File: src/rtl/mod_id.sv
// mod_id: single-cycle instruction decode stage.
// Decodes the 16-bit instruction into datapath controls, forms the immediate,
// resolves branches against the {Z,V,N} flags to produce the next pc, and
// holds the 16x16 register file. Register 0 is hard-wired to zero. A write in
// flight is forwarded to the read ports in the same cycle.
module mod_id (
    input  logic        clk,
    input  logic        rst,
    input  logic [15:0] instruction,
    input  logic [15:0] pc,
    input  logic [2:0]  flag,
    input  logic [15:0] DstData,
    output logic        regwrite,
    output logic        alusrc,
    output logic        memenable,
    output logic        memwrite,
    output logic        memtoreg,
    output logic        alusext,
    output logic        pcread,
    output logic        rdsrc,
    output logic [1:0]  branch,
    output logic [3:0]  aluop,
    output logic [3:0]  SrcReg1,
    output logic [3:0]  SrcReg2,
    output logic [15:0] SrcData1,
    output logic [15:0] SrcData2,
    output logic [15:0] new_pc,
    output logic [15:0] imm_16bit
);

    localparam logic [3:0] OP_ADD    = 4'h0;
    localparam logic [3:0] OP_SUB    = 4'h1;
    localparam logic [3:0] OP_XOR    = 4'h2;
    localparam logic [3:0] OP_RED    = 4'h3;
    localparam logic [3:0] OP_SLL    = 4'h4;
    localparam logic [3:0] OP_SRA    = 4'h5;
    localparam logic [3:0] OP_ROR    = 4'h6;
    localparam logic [3:0] OP_PADDSB = 4'h7;
    localparam logic [3:0] OP_LW     = 4'h8;
    localparam logic [3:0] OP_SW     = 4'h9;
    localparam logic [3:0] OP_LLB    = 4'hA;
    localparam logic [3:0] OP_LHB    = 4'hB;
    localparam logic [3:0] OP_B      = 4'hC;
    localparam logic [3:0] OP_BR     = 4'hD;
    localparam logic [3:0] OP_PCS    = 4'hE;
    localparam logic [3:0] OP_HLT    = 4'hF;

    localparam logic [1:0] BR_NONE = 2'b00;
    localparam logic [1:0] BR_IMM  = 2'b01;
    localparam logic [1:0] BR_REG  = 2'b10;

    logic [3:0]  opcode;
    logic [3:0]  wr_addr;
    logic [2:0]  ccc;
    logic        flag_z;
    logic        flag_v;
    logic        flag_n;
    logic        cond_met;
    logic        wr_en;
    logic [15:0] pc_plus2;
    logic [15:0] regs_q [16];
    logic [15:0] regs_d [16];

    assign opcode  = instruction[15:12];
    assign wr_addr = instruction[11:8];
    assign ccc     = instruction[11:9];
    assign flag_z  = flag[2];
    assign flag_v  = flag[1];
    assign flag_n  = flag[0];

    // Control decode: every control output is a pure function of the opcode.
    always_comb begin
        regwrite  = 1'b0;
        alusrc    = 1'b0;
        memenable = 1'b0;
        memwrite  = 1'b0;
        memtoreg  = 1'b0;
        alusext   = 1'b0;
        pcread    = 1'b0;
        rdsrc     = 1'b0;
        branch    = BR_NONE;
        aluop     = 4'h0;
        case (opcode)
            OP_ADD, OP_SUB, OP_XOR, OP_RED, OP_PADDSB: begin
                regwrite = 1'b1;
                aluop    = opcode;
            end
            OP_SLL, OP_SRA, OP_ROR: begin
                regwrite = 1'b1;
                alusrc   = 1'b1;
                aluop    = opcode;
            end
            OP_LW: begin
                regwrite  = 1'b1;
                alusrc    = 1'b1;
                memenable = 1'b1;
                memtoreg  = 1'b1;
                alusext   = 1'b1;
            end
            OP_SW: begin
                alusrc    = 1'b1;
                memenable = 1'b1;
                memwrite  = 1'b1;
                alusext   = 1'b1;
            end
            OP_LLB, OP_LHB: begin
                regwrite = 1'b1;
                alusrc   = 1'b1;
                rdsrc    = 1'b1;
                aluop    = opcode;
            end
            OP_B: begin
                branch = BR_IMM;
            end
            OP_BR: begin
                branch = BR_REG;
            end
            OP_PCS: begin
                regwrite = 1'b1;
                pcread   = 1'b1;
            end
            default: begin
                // HLT: everything idle
            end
        endcase
    end

    // Register-read addresses: LLB/LHB read their own destination, SW reads the store data from rd.
    always_comb begin
        SrcReg1 = rdsrc ? instruction[11:8] : instruction[7:4];
        SrcReg2 = (opcode == OP_SW) ? instruction[11:8] : instruction[3:0];
    end

    // Immediate formation; memory and branch offsets are halfword offsets, hence the shift.
    always_comb begin
        imm_16bit = 16'h0000;
        case (opcode)
            OP_SLL, OP_SRA, OP_ROR:
                imm_16bit = {12'h000, instruction[3:0]};
            OP_LW, OP_SW:
                imm_16bit = {{11{instruction[3]}}, instruction[3:0], 1'b0};
            OP_LLB, OP_LHB:
                imm_16bit = {8'h00, instruction[7:0]};
            OP_B:
                imm_16bit = {{6{instruction[8]}}, instruction[8:0], 1'b0};
            default:
                imm_16bit = 16'h0000;
        endcase
    end

    // Branch condition evaluation against the {Z,V,N} flags.
    always_comb begin
        cond_met = 1'b0;
        case (ccc)
            3'b000: cond_met = ~flag_z;
            3'b001: cond_met = flag_z;
            3'b010: cond_met = ~flag_z & ~flag_n;
            3'b011: cond_met = flag_n;
            3'b100: cond_met = flag_z | (~flag_z & ~flag_n);
            3'b101: cond_met = flag_n | flag_z;
            3'b110: cond_met = flag_v;
            default: cond_met = 1'b1;
        endcase
    end

    // Next-pc selection; all additions wrap at 16 bits.
    always_comb begin
        pc_plus2 = pc + 16'd2;
        new_pc   = pc_plus2;
        case (opcode)
            OP_B:    new_pc = cond_met ? (pc_plus2 + imm_16bit) : pc_plus2;
            OP_BR:   new_pc = cond_met ? SrcData1 : pc_plus2;
            OP_HLT:  new_pc = pc;
            default: new_pc = pc_plus2;
        endcase
    end

    // Write qualification: R0 is never written and reset blocks all writes.
    always_comb begin
        wr_en = regwrite & rst & (wr_addr != 4'h0);
    end

    // Register-file next state: only the addressed entry takes DstData.
    always_comb begin
        for (int i = 0; i < 16; i++) begin
            regs_d[i] = regs_q[i];
            if (wr_en && (wr_addr == 4'(i))) begin
                regs_d[i] = DstData;
            end
        end
        regs_d[0] = 16'h0000;
    end

    // Register-file storage, cleared and held at zero while rst is low.
    always_ff @(posedge clk or negedge rst) begin
        if (!rst) begin
            for (int i = 0; i < 16; i++) begin
                regs_q[i] <= 16'h0000;
            end
        end else begin
            for (int i = 0; i < 16; i++) begin
                regs_q[i] <= regs_d[i];
            end
        end
    end

    // Read ports with same-cycle forwarding of the pending write.
    always_comb begin
        if (SrcReg1 == 4'h0) begin
            SrcData1 = 16'h0000;
        end else if (wr_en && (wr_addr == SrcReg1)) begin
            SrcData1 = DstData;
        end else begin
            SrcData1 = regs_q[SrcReg1];
        end

        if (SrcReg2 == 4'h0) begin
            SrcData2 = 16'h0000;
        end else if (wr_en && (wr_addr == SrcReg2)) begin
            SrcData2 = DstData;
        end else begin
            SrcData2 = regs_q[SrcReg2];
        end
    end

endmodule

File: config.mk
export PLATFORM = sky130hd
export DESIGN_NAME = mod_id
export DESIGN_NICKNAME = d
export VERILOG_FILES = /design/src/rtl/mod_id.sv
export SDC_FILE = /design/constraint.sdc
export NUM_CORES = 1
export LEC_CHECK = 0
export CORE_MARGIN = 1
export CORE_UTILIZATION = 30
export DETAILED_ROUTE_END_ITERATION = 6
export HOLD_SLACK_MARGIN = 0.08
export PLACE_DENSITY_LB_ADDON = 0.05
export SLEW_MARGIN = 20
export SYNTH_ARGS = -nofsm -noshare
export SYNTH_HDL_FRONTEND = slang
export SYNTH_SLANG_ARGS = --single-unit
File: constraint.sdc
create_clock -name clk -period 8.8 [get_ports clk]
set_input_delay 1.76 -clock clk [delete_from_list [all_inputs] [get_ports clk]]
set_output_delay 1.76 -clock clk [all_outputs]
set_load 0.01 [all_outputs]
# Word level (Yosys, flattened, before mapping)
# Index checks and enable logic that the tools add are counted.
# Widths: inputs -> output; s select.
[classes]
n_addsub = 2
magnitude_cmp = 2
n_eq_ne = 38
muxes = 26
bitwise_logic = 9
n_reduce_logical = 28
[ops]
columns = ["cell", "count"]
rows = [
  ["$mux 16", 10],
  ["$bmux 16 s4", 2],
  ["$eq 4x4->1 const B", 16],
  ["$pmux 16 s4", 1],
  ["$pmux 16 s3", 1],
  ["$eq 4x3->1 const B", 8],
  ["$logic_and 1x1->1", 17],
  ["$add 16x16->16", 1],
  ["$add 16x2->16 const B", 1],
  ["$eq 4x2->1 const B", 4],
  ["$logic_not 4->1", 3],
  ["$mux 4", 3],
  ["$reduce_or 12->1", 1],
  ["$ge 5x5->1 const B", 2],
  ["$not 4->5", 2],
  ["$reduce_or 10->1", 1],
  ["$eq 3x3->1 const B", 3],
  ["$eq 4x1->1 const B", 2],
  ["$eq 4x4->1", 2],
  ["$mux 1", 7],
  ["$pmux 1 s7", 1],
  ["$reduce_or 7->1", 1],
  ["$eq 3x2->1 const B", 2],
  ["$pmux 2 s2", 1],
  ["other kinds (8)", 13],
]
[totals]
regBits = 240
inputBits = 53
output_inout_bits = 86

# Logic depth before layout (Yosys ltp)
# Gate-level depths: netlist (run 1).
[depth]
ltp_word = 12
ltp_mapped = 16
depth_no_buf = 14

# Least setup slack after synthesis (run 1)
# Ideal clock, no wire load.
[synth_timing]
path_kind = "input port to output port"
from = "in instruction[13]"
to = "out new_pc[14]"
arrival_time_ns = 4.622
required_time_ns = 7.040
path_slack_ns = 2.418
path_stages = 13
n_path_buf = 3
cell_sequence = "buf_2 clkbuf_1 clkbuf_1 a32oi_1 nor2b_1 ha_1 o21ai_0 a21oi_2 and4bb_1 o31ai_2 a221o_1 mux2_1 nor2_1"
[synth_rtl]
columns = ["item", "line", "source"]
rows = [
  ["start: declaration", "9", "input logic [15:0] instruction,"],
  ["$eq 4x3->1 / $eq 4x4->1 (equally long branches)", "137", "case (opcode)"],
  ["$reduce_or 3->1 / $reduce_or 2->1 (equally long branches)", "n/a", ""],
  ["$pmux 16 s4 *", "137", ""],
  ["named net imm_16bit[4]", "28", "output logic [15:0] imm_16bit"],
  ["$add 16x16->16 *", "171", "OP_B: new_pc = cond_met ? (pc_plus2 + imm_16bit) : pc_plus2;"],
  ["$mux 16 *", "171", ""],
  ["$pmux 16 s3 *", "170", "case (opcode)"],
  ["end: declaration", "27", "output logic [15:0] new_pc,"],
]
# The timed path passes the listed nets; every way through them passes the cells marked *. The select of a mux whose other input is x is not followed.

# Worst setup path after layout (run 1)
[layout_timing]
from = "in pc[1]"
to = "out new_pc[14]"
[layout_between]
elab_chain_len = 4
[layout_lines]
columns = ["item", "line", "source"]
rows = [
  ["start: declaration", "10", "input logic [15:0] pc,"],
  ["$add 16x2->16 *", "168", "pc_plus2 = pc + 16'd2;"],
  ["$add 16x16->16", "171", ""],
  ["$mux 16", "171", ""],
  ["$pmux 16 s3 *", "170", ""],
]
# Every way passes the cells marked *; elsewhere a longest branch is shown, timed or not.

==> results of run 1 <==
[worst max-delay path by stage]
stage,start,endpoint,slack (ns),cells after the start
2_1_floorplan,instruction[13],new_pc[14],2.42,13
3_3_place_gp,pc[1],new_pc[14],0.93,13
3_5_place_dp,instruction[13],new_pc[14],0.91,14
4_1_cts,instruction[13],new_pc[14],0.87,14
5_1_grt,instruction[13],new_pc[14],0.63,14
6_report,pc[1],new_pc[14],0.81,13
[per-stage QoR]
step,area [sq um],std cells,worst slack [ns],hold WS (ns)
after floorplan,15960,1866,2.418,0.4946
after global placement,18160,2598,0.9332,0.5128
after detailed placement,18160,2598,0.9067,0.5158
after CTS,19140,2652,0.8667,0.5289
after global routing,19140,2652,0.6348,0.5497
final,19140,2652,0.8100,0.5290
[worst max-delay path: stages]
cell             delay, ns
clkdlybuf4s50_1       0.63
ha_1                  0.30
nand2_1               0.12
nor4_1                0.73
nand4_1               0.20
xnor2_1               0.30
ha_1                  0.35
a21o_1                0.19
a21o_1                0.18
a221o_1               0.30
mux2_1                0.33
nor2_1                0.24
clkdlybuf4s50_1       0.59
[cells in the mapped netlist (all sizes together) (11+ instances only)]
library cell  instances  share of area (%)
mux2i                21                1.4
ha                   15                1.2
clkbuf               77                1.8
buf                  76                2.5
dfrtp               240                 38
xnor2                25                1.4
xor2                 11               0.60
mux2                243                 17
o211ai               11               0.52
nand2               511                 12
nor2                 42                1.0
a311oi               57                3.1
nor3                 18               0.66
and3                 41                1.6
o31ai                19               0.96
a21oi                99                3.2
a211oi               13               0.61
nand3               159                5.0
inv                  26               0.61
o21ai                63                2.0
[power by group]
group	switching, uW	internal (uW)	leakage (uW)
Clock	501	736	0.000484
Sequential	217	1370	0.00298
Combinational	581	519	0.00450
Total	1300	2630	0.00797
[layout make-up]
cell class                      count  area, sq um  share of cell area [%]
Sequential cell                   240         6006                   31.38
Tap cell                          688        860.8                   4.498
Clock buffer                       48        919.6                   4.805
Inverter                           27        101.3                  0.5296
Clock inverter                      6        55.05                  0.2877
Multi-Input combinational cell   1446         9290                   48.55
Timing Repair Buffer              197         1904                   9.951
[logic make-up after synthesis]
logic type	synth area share (%)
simple gates	22.39
compound gates	13.11
mux	18.54
flops	37.64
buf+inv	4.916
xor+xnor	1.976
fa+ha+maj	1.427
[per-layer routing]
metal	track usage (%)	up-vias	share of wire, %
li1	-	6741	-
met1	34.74	7432	47
met2	37.82	482	45
met3	2.610	102	5.0
met4	7.312	0	3.1
met5	0	-	0
==> impl_results.md, run 1 <==
- Via Count: approximately 15000
- Worst-margin pin slew: 1.043 ns
- FF-to-FF path depth: 1
- Number of warnings issued by yosys: 0
- Hold Vio Cnt, Final: 0
- Post-Synthesis Cells: 1866
- N_diodes: 0
- PortBufs: approximately 140
- Design Power: 3928 uW
- #FFs+latches synth: 240
- CTS Buffer Depth: 3
- Layout cells sized above 1: about a fifth
- Routed Antenna Nets: 0
- Most common cell after layout, fill and taps aside: nand2_1
- Unrepaired setup endpoints after global routing: false
- HP Start: regs_q[227]$_DFFE_PN0P_
- Crit path capture type: output port
- Commonest non-fill, non-tap cells in the layout: nand2_1 (508), mux2_2 (241), dfrtp_1 (240)
- Setup TNS after final layout: 0 ns
- Iteration-0 DRC Markers: 962
- Core occupancy in the finished layout: 36.42%
- GPL Wtd Cong: about 0.87
- MaxCap Viol Count: 0
- PD cells: around 200 nW/um^2
- Later-pin clock latency in the skew report: between 0.5 and 0.6 ns
- GRT Util Overall: around a quarter
- Skew final: 0 ns
- Number of synthesized flops with an enable pin: 0
- Syn Nets: between 1500 and 2000
- Final worst path period share: 90.80%
- Worst hold stages: 1
- CTS tree: built
- Min-Delay Endpoint: regs_q[227]$_DFFE_PN0P_
- Post-CTS setup buffer count: 0
- First-pass GRT wire length: 97630 um
- Slew Limit Headroom: 30.39%
- Worst min-delay path class: flop to flop
- # rows: between 80 and 90
- Critical Path Fanout Max: 7
- Initial core utilization: 30.37%
- Area of the mapped netlist: around 16000 sq um
- Status: finished, final reports clean
- Number of global-route vias before repair: approximately 14000
- CTS resizes: 0
- Antenna violations before repair: 1
- Worst EP arrival: 6.23 ns
- Nets: 2011
- Largest register by flop count: regs_q
- CTS HTree Levels: 1
- Fill cells: about 5400
- Core area: roughly 53000 sq um
- # clock sinks: between 200 and 250
- Maximum vdd ir drop: 144.0 uV
- Critical Path Start Type: input pin
- Die width: approximately 230 um
- HPWL after DPL: a little over 40000 um
- Synth cell types: 67
- Ys async rst share: 100.0%
- Wirelength per Cell: ~25 um
- Area Growth Syn to Fin: 19.92%
- FF-to-FF End: regs_q[48]$_DFFE_PN0P_
- Grt total ovfl: 0
- Sequential-to-total area share from yosys stat: around 38%
- Dominant synthesized flop cell: dfrtp_1
- IO Pins: around 140
- Clock Pin Slew Worst Setup and Hold Paths: 0.06 ns
- Max reg flops: 240
- Post-route DRC: 0
- Die Y: roughly 230 um
- CTS buffer count: 30
- Pleak: ~0.0080 uW
- Critical R2R Launch: regs_q[48]$_DFFE_PN0P_
- CTS Root Cell: clkbuf_16
- FMAX: approximately 130 MHz
- Setup-failing EPs final: 0
- Drt first pass iters: 5
- Pins Over Slew Limit: 0
- Biggest regs: regs_q: 240 flops
- Crit path kind: input pin to output port
- FF-to-FF setup slack: around 8.0 ns
- Post-Syn Area per Cell: approximately 8.6 sq um
- Crit path time final: around 8 ns
- Largest net degree at the start of global routing: roughly 150
- Vias per std cell: about 5.6
- Hold_buf cts: 0
- DIE AREA: 54120 sq um
- Req. time, crit path: just over 7 ns
- Total wire length: approximately 66000 um
(Power assumes the default switching activity.)
==> inputs of run 2 (changes only) <==
--- a/config.mk
+++ b/config.mk
@@ -10,6 +10,7 @@
 export DETAILED_ROUTE_END_ITERATION = 6
 export HOLD_SLACK_MARGIN = 0.08
 export PLACE_DENSITY_LB_ADDON = 0.05
+export SKIP_CTS_REPAIR_TIMING = 1
 export SLEW_MARGIN = 20
 export SYNTH_ARGS = -nofsm -noshare
 export SYNTH_HDL_FRONTEND = slang
==> results of run 2 <==
The final DEF is identical to that of run 1; final timing and power are the same.
==> inputs of run 3 (changes only) <==
--- a/config.mk
+++ b/config.mk
@@ -5,6 +5,8 @@
 export SDC_FILE = /design/constraint.sdc
 export NUM_CORES = 1
 export LEC_CHECK = 0
+export CELL_PAD_IN_SITES_DETAIL_PLACEMENT = 0
+export CELL_PAD_IN_SITES_GLOBAL_PLACEMENT = 1
 export CORE_MARGIN = 1
 export CORE_UTILIZATION = 30
 export DETAILED_ROUTE_END_ITERATION = 6
==> run 3 against run 2 <==
Worst setup slack worse by 0.14 ns. Clock-buffer cell count is 4 lower. Global-route usage is 1.0 points higher. First-iteration DRC count increased by 13%. Clock skew is the same. Die area is the same. Cell count up 0.11%. Power down 0.67%. Critical path type unchanged. Largest power group unchanged.
==> impl_results.md, run 3 (synthesized netlist as in run 1, its figures left out) <==
- Status: finished, final reports clean
- Wirelength per Cell: 25.82 um (+4.2%)
- Critical Path Start Type: input pin
- Req. time, crit path: 7.04 ns (about the same)
- Crit path capture type: output port
- Worst-margin pin slew: 1.045 ns (+0.001657 ns)
- Clock Pin Slew Worst Setup and Hold Paths: 0.06 ns (about the same)
- DIE AREA: 54120 sq um (unchanged)
- Unrepaired setup endpoints after global routing: false
- Biggest regs: regs_q: 240 flops
- Cell Int Power: 2590 uW (-1.5%)
- Crit path time final: 8.126 ns (+0.1365 ns)
- PortBufs: 138 (unchanged)
- CTS tree: built
- Number of global-route vias before repair: 14220 (-0.35%)
- FMAX: 123.1 MHz (-1.7%)
- MaxCap Viol Count: 0 (unchanged)
- HPWL after DPL: 44310 um (+8.1%)
- Max reg flops: 240 (unchanged)
- Post-route DRC: 0 (unchanged)
- CTS HTree Levels: 1 (unchanged)
- IO Pins: 139 (unchanged)
- CTS buffer count: 30 (unchanged)
- Hold Vio Cnt, Final: 0 (unchanged)
- Die Y: 232.6 um (unchanged)
- Maximum vdd ir drop: 157.7 uV (+9.5%)
- Switching power: 1312 uW (+0.95%)
- Layout cells sized above 1: 19.42% (+0.021 points)
- Antenna violations before repair: 3 (+2)
- Skew final: 0 ns (unchanged)
- # rows: 84 (unchanged)
- Slew Limit Headroom: 29.76% (-0.63 points)
- Cells after DPL: 2606 (+0.31%)
- Routed Antenna Nets: 0 (unchanged)
- Slowest stage cell, crit path: nor4_1
- Largest net degree at the start of global routing: 85 (-44%)
- Most common cell after layout, fill and taps aside: nand2_1
- Slowest stage delay, CP: 0.76 ns (+0.03 ns)
- Setup-failing EPs final: 0 (unchanged)
- CTS Root Cell: clkbuf_16
- # clock sinks: 240 (unchanged)
- Area Growth Syn to Fin: 19.74%
- N_diodes: 0 (unchanged)
- Sw Ratio: 33.62% (+0.54 points)
- Crit path kind: input pin to output port
- GRT Util Overall: 25.21% (+1.0 points)
- Grt total ovfl: 0 (unchanged)
- Initial core utilization: 30.37% (unchanged)
- Iteration-0 DRC Markers: 1089 (+13%)
- PD cells: 204.2 nW/um^2 (-0.52%)
- Critical Path Fanout Max: 7 (unchanged)
- Via Count: 14710 (-0.31%)
- Combinational power share: 28.4% (+0.4 points)
- Setup TNS after final layout: 0 ns (unchanged)
- CTS Buffer Depth: 3 (unchanged)
- Worst min-delay path class: flop to flop
- Register share of total power: 40.8% (+0.3 points)
- Design Power: 3901 uW (-0.67%)
- Later-pin clock latency in the skew report: 0.58 ns (about the same)
- Core area: 52550 sq um (unchanged)
- Pins Over Slew Limit: 0 (unchanged)
- Vias per std cell: 5.541 (-0.42%)
- First-pass GRT wire length: 100200 um (+2.6%)
- Pleak: 0.007953 uW (-0.16%)
- GPL Wtd Cong: 0.8627 (-1.2%)
- Final worst path period share: 92.35% (+1.6 points)
- Die width: 232.6 um (unchanged)
- Nets: 2019 (+0.40%)
- Non-filler cells, final: 2655 (+0.11%)
- Drt first pass iters: 5 (unchanged)
- Critical-path cell list: clkdlybuf4s50_1, ha_1, nand2_1, nor4_1, nand4_1, xnor2_1, ha_1, a21o_1, a21o_1, a221o_1, mux2_1, nor2_1, clkdlybuf4s50_1
- Commonest non-fill, non-tap cells in the layout: nand2_1 (508), mux2_2 (241), dfrtp_1 (240)
- Largest register by flop count: regs_q
- Total wire length: 68550 um (+4.4%)
- Worst EP arrival: 6.37 ns (+0.14 ns)
- Clk pwr share: 30.8% (-0.7 points)
==> run 3: power by group through the flow <==
stage | Sequential [uW] | Combinational, uW | Clock [uW]
2_1_floorplan | 1530 | 721 | 0
3_3_place_gp | 1600 | 1110 | 0
3_5_place_dp | 1600 | 1110 | 0
4_1_cts | 1590 | 1120 | 1230
5_1_grt | 1630 | 1220 | 1270
6_report | 1590 | 1110 | 1200
==> run 3: per-layer routing <==
metal | global-route usage, % | share of wire (%)
met1 | 36.07 | 47
met2 | 39.88 | 45
met3 | 3.100 | 5.3
met4 | 6.475 | 2.3
met5 | 0 | 0
==> run 3: critical path, delay by kind of cell <==
family	cells	cell delay [ns]
adder cells (fa/ha/maj)	2	0.67
XOR/XNOR	1	0.39
buffers and inverters	2	1.23
AO/OA/AOI/OAI	3	0.66
multiplexers	1	0.33
AND/OR/NAND/NOR	4	1.30
==> run 3: cell type report <==
class                   instances  area (sq um)
fillers                      5489         33440
multi-input cells            1446          9290
flip-flops and latches        240          6006
repair buffers                205          1939
well taps                     688         860.8
clock buffers                  44         823.3
inverters                      27         102.6
clock inverters                 5         86.33
==> run 3: worst paths after layout <==
path                                          from                      end  slack, ns  depth (start not counted)
min reg2reg                regs_q[157]$_DFFE_PN0P_  regs_q[157]$_DFFE_PN0P_       0.53                          1
min                        regs_q[157]$_DFFE_PN0P_  regs_q[157]$_DFFE_PN0P_       0.53                          1
min in group asynchronous                      rst  regs_q[106]$_DFFE_PN0P_       1.15                          1
max                                          pc[1]               new_pc[14]       0.67                         13
max in group asynchronous                      rst  regs_q[102]$_DFFE_PN0P_       5.63                          3
max reg2reg                 regs_q[91]$_DFFE_PN0P_   regs_q[91]$_DFFE_PN0P_       7.97                          1
==> run 3: per-stage QoR <==
step	cell area, sq um	hold WS [ns]	util (%)	setup WS [ns]
2_1_floorplan	15960	0.4946	-	2.418
3_3_place_gp	18200	0.5135	34.63	0.7632
3_5_place_dp	18200	0.5183	34.63	0.8111
4_1_cts	19110	0.5312	36.36	0.8054
5_1_grt	19110	0.5389	36.36	0.5438
6_report	19110	0.5285	36.36	0.6735
